**config.mk**
```make
export PLATFORM = sky130hd
export DESIGN_NAME = pipeline_stall_ctrl
export DESIGN_NICKNAME = d
export VERILOG_FILES = /design/src/rtl/pipe_ctrl_pkg.sv /design/src/rtl/sat_counter.sv /design/src/rtl/pipeline_stall_ctrl.sv
export SDC_FILE = /design/constraint.sdc
export NUM_CORES = 1
export LEC_CHECK = 0
export BUFFER_PORTS_ARGS = -buffer_cell sky130_fd_sc_hd__buf_4
export CAP_MARGIN = 30
export CORE_MARGIN = 5
export CORE_UTILIZATION = 55
export CTS_BUF_LIST = sky130_fd_sc_hd__clkbuf_8
export CTS_CLUSTER_DIAMETER = 60
export DETAILED_ROUTE_END_ITERATION = 8
export PLACE_DENSITY = 0.89
export SYNTH_ARGS = -nofsm -noshare
export SYNTH_HDL_FRONTEND = slang
export SYNTH_HIERARCHICAL = 1
export SYNTH_SLANG_ARGS = --single-unit
```
**constraint.sdc**
```tcl
create_clock -name clk -period 3.6 [get_ports clk]
set_input_delay 0.18 -clock clk [delete_from_list [all_inputs] [get_ports clk]]
set_output_delay 0.18 -clock clk [all_outputs]
set_load 0.1 [all_outputs]
```
**src/rtl/pipe_ctrl_pkg.sv**
```systemverilog
// Shared definitions for the pipeline stall/flush controller: state encoding,
// widths, and the common hazard-resolution rules used from several states.
package pipe_ctrl_pkg;

  localparam int unsigned STALL_CNT_W = 8;
  localparam int unsigned BR_TIMEOUT  = 4;
  localparam int unsigned WAIT_CNT_W  = 2;

  typedef enum logic [1:0] {
    StRun     = 2'd0,
    StLdStall = 2'd1,
    StBrWait  = 2'd2
  } pipe_state_e;

  typedef struct packed {
    logic        stall;
    pipe_state_e next;
  } run_decision_t;

  // Hazard priority applied in RUN, in LD_STALL (load_use masked) and on a
  // not-taken branch resolution.
  function automatic run_decision_t run_rules(input logic load_use,
                                              input logic br_in_id,
                                              input logic flag_write,
                                              input logic mem_read);
    run_decision_t d;
    d.stall = 1'b0;
    d.next  = StRun;
    if (load_use) begin
      d.stall = 1'b1;
      d.next  = StLdStall;
    end else if (br_in_id && (flag_write || mem_read)) begin
      d.stall = 1'b1;
    end else if (br_in_id) begin
      d.next = StBrWait;
    end
    return d;
  endfunction

endpackage

```
**src/rtl/sat_counter.sv**
```systemverilog
// Saturating up-counter with synchronous active-high clear.
module sat_counter #(
  parameter int unsigned Width = 8
) (
  input  logic             clk,
  input  logic             reset,
  input  logic             inc,
  output logic [Width-1:0] count
);

  localparam logic [Width-1:0] MaxVal = '1;

  logic [Width-1:0] count_q, count_d;

  always_comb begin
    count_d = count_q;
    if (inc && (count_q != MaxVal)) begin
      count_d = count_q + Width'(1);
    end
  end

  always_ff @(posedge clk) begin
    if (reset) begin
      count_q <= '0;
    end else begin
      count_q <= count_d;
    end
  end

  assign count = count_q;

endmodule

```
**src/rtl/pipeline_stall_ctrl.sv**
```systemverilog
// Pipeline hazard controller: load-use bubbles, branch-behind-flag stalls,
// branch resolution wait with redirect/flush and a sticky resolve timeout.
module pipeline_stall_ctrl
  import pipe_ctrl_pkg::*;
(
  input  logic                   clk,
  input  logic                   reset,
  input  logic                   load_use,
  input  logic                   br_in_id,
  input  logic                   IDEX_flagWrite1,
  input  logic                   EXMEM_MemRead,
  input  logic                   br_resolve,
  input  logic                   br_taken,
  output logic                   PCWrite,
  output logic                   IFWrite,
  output logic                   IDEX_ctrl_flush,
  output logic                   IFID_flush,
  output logic                   pc_sel,
  output logic [STALL_CNT_W-1:0] stall_cnt,
  output logic                   br_timeout,
  output logic [1:0]             state
);

  localparam logic [WAIT_CNT_W-1:0] WaitLast = WAIT_CNT_W'(BR_TIMEOUT - 1);

  pipe_state_e           state_q, state_d;
  logic [WAIT_CNT_W-1:0] wait_cnt_q, wait_cnt_d;
  logic                  timeout_q, timeout_d;
  logic                  stall;
  run_decision_t         dec;

  always_comb begin
    state_d         = state_q;
    wait_cnt_d      = wait_cnt_q;
    timeout_d       = timeout_q;
    stall           = 1'b0;
    dec             = '{stall: 1'b0, next: StRun};
    PCWrite         = 1'b1;
    IFWrite         = 1'b1;
    IDEX_ctrl_flush = 1'b0;
    IFID_flush      = 1'b0;
    pc_sel          = 1'b0;

    unique case (state_q)
      StRun: begin
        dec     = run_rules(load_use, br_in_id, IDEX_flagWrite1, EXMEM_MemRead);
        stall   = dec.stall;
        state_d = dec.next;
      end
      StLdStall: begin
        // The load bubble has already been inserted; never stall twice for it.
        dec     = run_rules(1'b0, br_in_id, IDEX_flagWrite1, EXMEM_MemRead);
        stall   = dec.stall;
        state_d = dec.next;
      end
      StBrWait: begin
        if (!br_resolve) begin
          if (wait_cnt_q == WaitLast) begin
            timeout_d = 1'b1;
            state_d   = StRun;
          end else begin
            stall      = 1'b1;
            wait_cnt_d = wait_cnt_q + WAIT_CNT_W'(1);
          end
        end else if (br_taken) begin
          pc_sel     = 1'b1;
          IFID_flush = 1'b1;
          state_d    = StRun;
        end else begin
          dec     = run_rules(load_use, br_in_id, IDEX_flagWrite1, EXMEM_MemRead);
          stall   = dec.stall;
          state_d = dec.next;
        end
      end
      default: state_d = StRun;
    endcase

    // Any branch freshly decoded into BR_WAIT starts a new wait window.
    if (dec.next == StBrWait) begin
      wait_cnt_d = '0;
    end

    if (stall) begin
      PCWrite         = 1'b0;
      IFWrite         = 1'b0;
      IDEX_ctrl_flush = 1'b1;
    end

    if (reset) begin
      PCWrite         = 1'b0;
      IFWrite         = 1'b0;
      IDEX_ctrl_flush = 1'b1;
      IFID_flush      = 1'b1;
      pc_sel          = 1'b0;
    end
  end

  always_ff @(posedge clk) begin
    if (reset) begin
      state_q    <= StRun;
      wait_cnt_q <= '0;
      timeout_q  <= 1'b0;
    end else begin
      state_q    <= state_d;
      wait_cnt_q <= wait_cnt_d;
      timeout_q  <= timeout_d;
    end
  end

  sat_counter #(
    .Width(STALL_CNT_W)
  ) u_stall_cnt (
    .clk  (clk),
    .reset(reset),
    .inc  (IDEX_ctrl_flush & ~reset),
    .count(stall_cnt)
  );

  assign br_timeout = timeout_q;
  assign state      = state_q;

endmodule

```
==> results of run 1 <==
==> critical path: stages (launching register included) <==
cell     delay, ns
dfxtp_1       0.32
ha_1          0.25
a21oi_1       0.19
a31oi_1       0.14
nor2_1        0.30
nand4_1       0.21
or3_2         0.44
o21ai_1       0.08
==> cells in the final DEF, fill, tap and decap left out, types with 3 or more instances in the layout <==
cell       n
o21bai_1   3
dfxtp_1   13
clkbuf_8   3
nor2_1     4
nand2_1    7
nor3_1     3
nand2b_1   3
a21oi_1    8
buf_4     23
==> per-layer routing <==
metal	global-route usage, %	vias to the layer above	share of wire (%)
met5	0	-	0
met4	9.39	0	0.99
met3	5.75	3	6.7
met2	32.0	30	51
met1	21.2	324	41
li1	-	350	-
==> area by class of cell <==
cell class	count	share of cell area, %
Sequential cell	13	26.9
Tap cell	15	1.94
Multi-Input combinational cell	64	47.9
Timing Repair Buffer	23	17.9
Clock inverter	1	0.388
Inverter	2	0.776
Clock buffer	3	4.27
==> cells by family (layout without fill, tap and decap cells) <==
logic type | count (synthesis) | count (layout) | synth area share, %
AOI/OAI and AO/OA | 23 | 23 | 21.8
xor gates and xnor gates | 1 | 1 | 1.17
adders and majority gates | 2 | 2 | 3.33
buffers and inverters | 5 | 29 | 4.00
DFF | 13 | 13 | 34.7
muxes | 3 | 3 | 4.67
and+or+nand+nor | 35 | 35 | 30.3
==> through the flow <==
step	worst slack (ns)	cells	utilization (%)	hold WS, ns
after floorplan	0.0740	82	-	0.252
after global placement	1.77	117	70.9	0.461
after detailed placement	1.66	117	70.9	0.486
after CTS	1.62	121	74.3	0.247
after global routing	1.41	121	74.3	0.249
final	1.60	121	74.3	0.245
==> registers in the layout (all words and copies together), names as in the netlist <==
signal,cells
br_timeout,1
u_stall_cnt/count,8
wait_cnt_q,2
state,2
==> final timing paths <==
check | endpoint | slack (ns) | cells after the start
hold reg to reg | br_timeout$_SDFFE_PP0P_ | 0.48 | 2
hold / removal | wait_cnt_q[0]$_SDFFE_PP0P_ | 0.24 | 2
setup reg to reg | u_stall_cnt/count[3]$_SDFFE_PP0P_ | 1.60 | 7
setup / recovery | u_stall_cnt/count[3]$_SDFFE_PP0P_ | 1.60 | 7
==> power groups by stage <==
stage | logic (W) | clock network, W | registers (W)
2_1_floorplan | 0.0000462 | 0 | 0.000176
3_3_place_gp | 0.0000876 | 0 | 0.000155
3_5_place_dp | 0.0000886 | 0 | 0.000154
4_1_cts | 0.0000888 | 0.000129 | 0.000151
5_1_grt | 0.0000922 | 0.000137 | 0.000152
6_report | 0.0000885 | 0.000126 | 0.000151
==> metrics.yaml, run 1 <==
status:
  status: "finished clean"
pwr:
  pwr-share-comb_pct: 24.2
  clkPwrFrac_pct: 34.5
  leakagePower_nw: 0.408
  p_per_area_nw_per_um2: 379
  ir_drop_uv: 269
  total_power_w: 0.000366
  power.internal_w: 0.000247
  switchingPower_w: 0.000119
  p_seq_share_pct: 41.3
  swShare_pct: 32.6
placed_design:
  io_buffers: 23
  dpl-instance-area_sq_um: 922
  gp_congestion: 0.817
  dp_hpwl_um: 1300
final_layout:
  multiInputGateArea_sq_um: 463
  drive_gt1_share_pct: 36.8
  insertedDiodeCount: 0
  regArea_sq_um: 260
  n_fill_cell: 104
  design_area_sq_um: 967
  syn2layout_area_growth_pct: 28.8
  nets: 117
detailed_routing:
  vias_per_cell: 5.84
  drt_first_pass_iters: 4
  drc: 0
  dr.first_iter.drc_count: 21
  wire_per_inst_um: 14.2
  wl_um: 1720
  vias: 707
  ant_nets: 0
clock_network:
  clock-sinks: 13
  clock_path_buffers: 2
  cts_buffers: 3
  cts_tree: "done"
  clk_pin_slew_ns: 0.05
  postCtsResizedCells: 0
  postCtsSetupBuffers: 0
  root_buffer: "clkbuf_8"
  cts_max_level: 1
  clk_latency_ns: 0.24
  cts_hold_buffers: 0
grt:
  gr-usage-all-layers_pct: 18.8
  gr-total-overflow: 0
  grt_pass1_wl_um: 2920
  antenna_found_initial: 0
  grt_max_degree: 19
  grt_pass1_vias: 697
hold_path:
  hold_class: "in -> reg"
  hp-start: "reset"
worst_setup_path:
  crit_start: "wait_cnt_q[0]$_SDFFE_PP0P_"
  path_max_fanout: 6
  cp.arrival_ns: 2.18
  cp_data_required_time_ns: 3.77
  critPathKind: "reg -> reg"
  crit_path_end_kind: "flop"
  startpoint_type: "flop"
  regToRegStartpoint: "wait_cnt_q[0]$_SDFFE_PP0P_"
timing:
  finalCriticalPeriod_ns: 2.00
  tightest_slew_ns: 0.338
  setup_viol: 0
  skew_ns: 0.000632
  max_freq_ghz: 0.499
  slew_headroom_pct: 77.4
  finalMaxSlewViolations: 0
  hold_viol: 0
  finalSetupTns_ns: 0
  rsz0062_at_grt: "false"
  post-route-period-util_pct: 55.6
yosys:
  ys_seq_area_share_pct: 34.7
  synth_seq_cells: 13
  avgSynthCellArea_sq_um: 9.16
  syn-num-nets: 92
  synth-main-ff-cell: "dfxtp_1"
  synth_cell_types: 39
  synthCells: 82
  synth_edf_count: 0
  syn_area_sq_um: 751
  async_flop_share_pct: 0
  yosysTopAreaCellShare_pct: 34.7
  yosys.area.top_type: "dfxtp_1"
  ys_top_cells_by_count: "dfxtp_1 (13), a21oi_1 (8), nand2_1 (7), nor2_1 (4)"
  synth_warnings: 6
  synth_most_common_cell: "dfxtp_1"
  synthTopCellsByArea: "dfxtp_1 (35%), a21oi_1 (5.3%), nand2_1 (3.5%)"
floorplan:
  rows: 13
  die_w_um: 46.9
  die_h_um: 46.9
  initial_core_util_pct: 57.7
  io_pins: 24
  core_area_sq_um: 1300
  dieArea_sq_um: 2200
run:
  drv_cap: 0
Power figures use the tool's default switching activity.
==> inputs of run 2 (changes only) <==
--- a/config.mk
+++ b/config.mk
@@ -7,12 +7,13 @@
 export LEC_CHECK = 0
 export BUFFER_PORTS_ARGS = -buffer_cell sky130_fd_sc_hd__buf_4
 export CAP_MARGIN = 30
+export CORE_ASPECT_RATIO = 0.9
 export CORE_MARGIN = 5
-export CORE_UTILIZATION = 55
+export CORE_UTILIZATION = 51
 export CTS_BUF_LIST = sky130_fd_sc_hd__clkbuf_8
 export CTS_CLUSTER_DIAMETER = 60
 export DETAILED_ROUTE_END_ITERATION = 8
-export PLACE_DENSITY = 0.89
+export PLACE_DENSITY = 0.84
 export SYNTH_ARGS = -nofsm -noshare
 export SYNTH_HDL_FRONTEND = slang
 export SYNTH_HIERARCHICAL = 1
==> constraint.sdc (replaced) <==
create_clock -name clk -period 2.1 [get_ports clk]
set_input_delay 0.105 -clock clk [delete_from_list [all_inputs] [get_ports clk]]
set_output_delay 0.105 -clock clk [all_outputs]
set_load 0.1 [all_outputs]
==> run 2 against run 1 <==
Die area increased by 6.2%. Critical path depth decreased by 1. Critical endpoint is now PCWrite. First-iteration DRC count unchanged. Clock skew about the same. Sequential share of layout area decreased by 0.26 points. Largest cell class unchanged. Worst hold slack got worse by 0.058 ns. Largest power group unchanged.
==> metrics.yaml, run 2 (synthesized netlist as in run 1, its figures left out) <==
grt:
  gr-usage-met2_pct: 26.0  # -6.0 points
  gr-total-overflow: 0  # unchanged
  grt_util_met3_pct: 5.83  # +0.078 points
  grt_pass1_wl_um: 2950  # +1.2%
  use_met1_pct: 21.8  # +0.63 points
  grt_max_degree: 19  # unchanged
  antenna_found_initial: 0  # unchanged
  grt_pass1_vias: 621  # -11%
  gr-usage-all-layers_pct: 16.9  # -2.0 points
  top_usage_layer: "met2"
pwr:
  total_power_w: 0.000633  # +73%
  leakagePower_nw: 0.427  # +4.6%
  p_per_area_nw_per_um2: 630  # +66%
  ir_drop_uv: 506  # +88%
timing:
  tightest_slew_ns: 0.282  # -0.0569 ns
  finalMaxSlewViolations: 0  # unchanged
  finalCriticalPeriod_ns: 1.87
  slew_headroom_pct: 81.0  # +3.7 points
  skew_ns: 0.000586  # -0.0000459 ns
  rsz0062_at_grt: "false"
  post-route-period-util_pct: 89.2
  layout_setup_ws_ns: 0.226  # -1.37 ns
  hold_viol: 0  # unchanged
  setup_viol: 0  # unchanged
  finalSetupTns_ns: 0  # unchanged
  max_freq_ghz: 0.534
placed_design:
  pre_cts_slack_ns: 0.212  # -1.44 ns
  io_buffers: 23  # unchanged
  dp_hpwl_um: 1320  # +1.1%
  dpl-instance-area_sq_um: 957  # +3.8%
  gp_congestion: 0.770  # -5.8%
clock_network:
  clock_path_buffers: 2  # unchanged
  cts_buffers: 3  # unchanged
  clk_pin_slew_ns: 0.05  # about the same
  cts_tree: "done"
  clk_latency_ns: 0.24  # about the same
  cts_max_level: 1  # unchanged
  clock-sinks: 13  # unchanged
  root_buffer: "clkbuf_8"
  cts_hold_buffers: 0  # unchanged
final_layout:
  layout_commonest_cell: "buf_4"
  design_area_sq_um: 1000  # +3.9%
  largest_reg_flops: 8  # unchanged
  drive_gt1_share_pct: 42.1  # +5.3 points
  nets: 118  # +0.85%
  syn2layout_area_growth_pct: 33.8
  insertedDiodeCount: 0  # unchanged
  layout_common_cells: "buf_4 (24), dfxtp_1 (11), a21oi_1 (8)"
  final_util_pct: 71.0  # -3.3 points
detailed_routing:
  wire_per_inst_um: 14.5  # +2.1%
  drt_first_pass_iters: 4  # unchanged
  wl_um: 1770  # +3.0%
  dr.first_iter.drc_count: 21  # unchanged
  ant_nets: 0  # unchanged
  drc: 0  # unchanged
  vias: 720  # +1.8%
  vias_per_cell: 5.90  # +1.0%
worst_setup_path:
  critPathKind: "reg -> out"
  startpoint_type: "flop"
  cp_data_required_time_ns: 2.00  # -1.77 ns
  cp.arrival_ns: 1.77  # -0.41 ns
  regToRegStartpoint: "state[0]$_SDFFE_PP0N_"
  path_max_fanout: 3  # -3
  rr_endpoint: "u_stall_cnt/count[7]$_SDFFE_PP0P_"
  crit_path_end_kind: "primary output"
  worst-r2r-cell-count: 7  # unchanged
  reg2reg_slack_ns: 0.28  # -1.32 ns
floorplan:
  io_pins: 24  # unchanged
  rows: 13  # unchanged
  core_area_sq_um: 1420  # +8.8%
  initial_core_util_pct: 53.1  # -4.6 points
  dieArea_sq_um: 2340  # +6.2%
  die_w_um: 50.4  # +7.4%
  die_h_um: 46.4  # -1.2%
status:
  status: "finished clean"
hold_path:
  hold_depth: 3  # +1
  hold_class: "in -> reg"
  hp-start: "load_use"
  whs_endpoint: "state[0]$_SDFFE_PP0N_"
run:
  drv_cap: 0  # unchanged
==> run 2: cell types whose count changed in the layout (fill, tap and decap cells not counted), sizes merged <==
cell,delta
buf,+1
==> run 2: critical path: stages (launching register included) <==
cell and delay (ns):
dfxtp_1 0.35, ha_1 0.25, a21oi_1 0.09, a31oi_1 0.25
buf_4 0.16, nor2b_4 0.13, buf_4 0.29
==> run 2: layout make-up <==
type / instances / area [sq um]
Clock buffer: 3 / 41.3
Tap cell: 15 / 18.8
Inverter: 2 / 7.51
Sequential cell: 13 / 268
Fill cell: 110 / 410
Timing Repair Buffer: 24 / 180
Multi-Input combinational cell: 64 / 485
Clock inverter: 1 / 3.75
==> run 2: worst max-delay path by stage <==
| stage | cells past startpoint | slack [ns] | from | endpoint |
|---|---|---|---|---|
| after floorplan | 5 | 0.004 | state[0]$_SDFFE_PP0N_ | PCWrite |
| after global placement | 7 | 0.29 | state[0]$_SDFFE_PP0N_ | u_stall_cnt/count[7]$_SDFFE_PP0P_ |
| after detailed placement | 7 | 0.21 | state[0]$_SDFFE_PP0N_ | u_stall_cnt/count[3]$_SDFFE_PP0P_ |
| after CTS | 7 | 0.20 | state[0]$_SDFFE_PP0N_ | u_stall_cnt/count[3]$_SDFFE_PP0P_ |
| after global routing | 6 | 0.03 | wait_cnt_q[0]$_SDFFE_PP0P_ | PCWrite |
| final | 6 | 0.23 | wait_cnt_q[0]$_SDFFE_PP0P_ | PCWrite |
==> run 2: through the flow <==
step | hold WS (ns) | cells
4_1_cts | 0.180 | 122
5_1_grt | 0.205 | 122
3_5_place_dp | 0.431 | 118
3_3_place_gp | 0.419 | 118
2_1_floorplan | 0.177 | 82
6_report | 0.186 | 122
==> run 2: report_power, final <==
| group | leakage [nW] | internal [W] | switching, W |
|---|---|---|---|
| Clock | 0.0269 | 0.000129 | 0.0000846 |
| Sequential | 0.107 | 0.000251 | 0.00000731 |
| Combinational | 0.293 | 0.0000462 | 0.000114 |
| Total | 0.427 | 0.000426 | 0.000206 |
==> run 2: what timing repair did <==
item / 4_1_cts / 5_1_grt
gates resized for setup: 0 / 1
endpoints found under the setup margin: 0 / 2
buffers inserted: 0 / 0
==> run 2: routing by layer <==
layer | share of wire, % | wire length, um
met5 | 0 | 0
met3 | 6.8 | 120
met4 | 0.56 | 10
met1 | 45 | 803
met2 | 47 | 834
==> inputs of run 3 (changes only) <==
--- a/config.mk
+++ b/config.mk
@@ -5,14 +5,15 @@
 export SDC_FILE = /design/constraint.sdc
 export NUM_CORES = 1
 export LEC_CHECK = 0
-export BUFFER_PORTS_ARGS = -buffer_cell sky130_fd_sc_hd__buf_4
 export CAP_MARGIN = 30
+export CELL_PAD_IN_SITES_DETAIL_PLACEMENT = 1
+export CELL_PAD_IN_SITES_GLOBAL_PLACEMENT = 1
 export CORE_ASPECT_RATIO = 0.9
-export CORE_MARGIN = 5
-export CORE_UTILIZATION = 51
+export CORE_UTILIZATION = 47
 export CTS_BUF_LIST = sky130_fd_sc_hd__clkbuf_8
 export CTS_CLUSTER_DIAMETER = 60
 export DETAILED_ROUTE_END_ITERATION = 8
+export DONT_BUFFER_PORTS = 1
 export PLACE_DENSITY = 0.84
 export SYNTH_ARGS = -nofsm -noshare
 export SYNTH_HDL_FRONTEND = slang
==> run 3 against run 2 <==
Non-clock buffer count is 7 lower. Worst hold slack got worse by 0.15 ns. Clock power up 3%. Critical path depth unchanged. Cell count down 5.7%.
==> metrics.yaml, run 3 (synthesized netlist as in run 1, its figures left out) <==
worst_setup_path:
  path_max_fanout: 3  # unchanged
  cp.arrival_ns: 1.78  # about the same
  cp_slowest_cell: "dfxtp_1"
  crit_path_end_kind: "primary output"
  slowest_delay_ns: 0.35  # about the same
  reg2reg_slack_ns: 0.21  # -0.07 ns
  cp_data_required_time_ns: 2.00  # about the same
  worstPathCellList: "ha_1 > a21oi_1 > a31oi_1 > buf_4 > nor2b_4 > buf_12"
  worst-r2r-cell-count: 7  # unchanged
  critPathKind: "reg -> out"
  rr_endpoint: "u_stall_cnt/count[3]$_SDFFE_PP0P_"
  startpoint_type: "flop"
  regToRegStartpoint: "state[0]$_SDFFE_PP0N_"
timing:
  max_freq_ghz: 0.530  # -0.58%
  finalMaxSlewViolations: 0  # unchanged
  tightest_slew_ns: 0.363  # +0.0819 ns
  finalCriticalPeriod_ns: 1.89  # +0.0110 ns
  skew_ns: 0.00166  # +0.00107 ns
  rsz0062_at_grt: "false"
  setup_viol: 0  # unchanged
  hold_viol: 0  # unchanged
  finalSetupTns_ns: 0  # unchanged
  post-route-period-util_pct: 89.8  # +0.52 points
  whs_ns: 0.0383  # -0.148 ns
  slew_headroom_pct: 75.7  # -5.3 points
floorplan:
  core_area_sq_um: 1460  # +3.4%
  initial_core_util_pct: 51.3  # -1.8 points
  dieArea_sq_um: 1760  # -25%
  io_pins: 24  # unchanged
  die_w_um: 44.1  # -13%
  die_h_um: 39.9  # -14%
  rows: 13  # unchanged
run:
  drv_cap: 0  # unchanged
hold_path:
  hp-start: "reset"
  hold_depth: 2  # -1
  hold_class: "in -> reg"
  whs_endpoint: "u_stall_cnt/count[3]$_SDFFE_PP0P_"
final_layout:
  largest_reg_flops: 8  # unchanged
  drive_gt1_share_pct: 37.0  # -5.1 points
  layout_commonest_cell: "buf_4"
  finalNonFillerCells: 115  # -5.7%
  nets: 111  # -5.9%
  syn2layout_area_growth_pct: 28.8
  layout_common_cells: "buf_4 (15), dfxtp_1 (11), a21oi_1 (8)"
  insertedDiodeCount: 0  # unchanged
grt:
  gr-usage-all-layers_pct: 26.5  # +9.6 points
  grt_pass1_wl_um: 3190  # +7.9%
  grt_pass1_vias: 692  # +11%
  grt_max_degree: 13  # -6
  antenna_found_initial: 0  # unchanged
  gr-total-overflow: 0  # unchanged
clock_network:
  clock_path_buffers: 2  # unchanged
  clk_pin_slew_ns: 0.06  # about the same
  cts_max_level: 1  # unchanged
  cts_buffers: 3  # unchanged
  postCtsSetupBuffers: 0  # unchanged
  cts_tree: "done"
  clock-sinks: 13  # unchanged
  clk_latency_ns: 0.24  # about the same
  root_buffer: "clkbuf_8"
placed_design:
  dp.cells: 110  # -6.8%
  io_buffers: 0  # -100%
  gp_congestion: 0.762  # -0.97%
detailed_routing:
  wl_um: 2040  # +15%
  drt_first_pass_iters: 4  # unchanged
  vias: 712  # -1.1%
  drc: 0  # unchanged
  vias_per_cell: 6.19  # +4.9%
  wire_per_inst_um: 17.8  # +22%
  dr.first_iter.drc_count: 12  # -43%
  ant_nets: 0  # unchanged
pwr:
  total_power_w: 0.000628  # -0.76%
  leakagePower_nw: 0.395  # -7.3%
  p_per_area_nw_per_um2: 649  # +3.1%
  ir_drop_uv: 434  # -14%
status:
  status: "finished clean"
## run 3: cell types whose count changed in the layout (fill, tap and decap cells not counted), sizes merged
cell,previous run,this run
dlygate4sd3,0,1
buf,24,16
## run 3: layout make-up
class	count	area, sq um
flip-flops and latches	13	268
multi-input cells	64	485
clock buffers	3	41.3
repair buffers	17	143
well taps	15	18.8
fillers	172	497
clock inverters	1	3.75
inverters	2	7.51
## run 3: worst max-delay path: cells and delay by family, from the launching register on
kind                     cells  cell delay, ns
AND/OR/NAND/NOR              1            0.15
flip-flops                   1            0.35
adder cells (fa/ha/maj)      1            0.25
AO/OA/AOI/OAI                2            0.36
buffers and inverters        2            0.42
## run 3: power breakdown
group | internal, W | leakage, nW | total (W) | switching (W)
clock | 0.000129 | 0.0269 | 0.000220 | 0.0000908
sequential | 0.000251 | 0.107 | 0.000255 | 0.00000403
combinational | 0.0000416 | 0.262 | 0.000153 | 0.000111
total | 0.000422 | 0.395 | 0.000628 | 0.000206
## run 3: per-stage QoR
stage	utilization, %	setup slack [ns]	area (sq um)
3_3_place_gp	62.1	0.279	910
2_1_floorplan	-	0.00428	785
5_1_grt	66.1	0.0513	967
3_5_place_dp	62.1	0.195	910
4_1_cts	65.9	0.108	965
6_report	66.1	0.215	967
## run 3: repair_timing
| item | CTS | global route |
|---|---|---|
| resized for setup | 0 | 1 |
| hold endpoints to repair | 7 | 0 |
| hold buffers | 1 | 0 |
| setup endpoints to repair | 0 | 3 |
## run 3: how the worst max path moves through the flow
stage	start	end
6_report	wait_cnt_q[0]$_SDFFE_PP0P_	IFWrite
5_1_grt	state[0]$_SDFFE_PP0N_	u_stall_cnt/count[7]$_SDFFE_PP0P_
4_1_cts	state[0]$_SDFFE_PP0N_	u_stall_cnt/count[3]$_SDFFE_PP0P_
3_5_place_dp	state[0]$_SDFFE_PP0N_	u_stall_cnt/count[3]$_SDFFE_PP0P_
3_3_place_gp	wait_cnt_q[0]$_SDFFE_PP0P_	u_stall_cnt/count[3]$_SDFFE_PP0P_
2_1_floorplan	state[0]$_SDFFE_PP0N_	PCWrite
## run 3: routing by layer
metal  vias to the layer above  global-route usage [%]  wire (um)
li1                        338                       -          -
met1                       342                    32.1        910
met2                        26                    43.4        966
met3                         6                    7.37        117
met4                         0                    13.6         48
met5                         -                       0          0
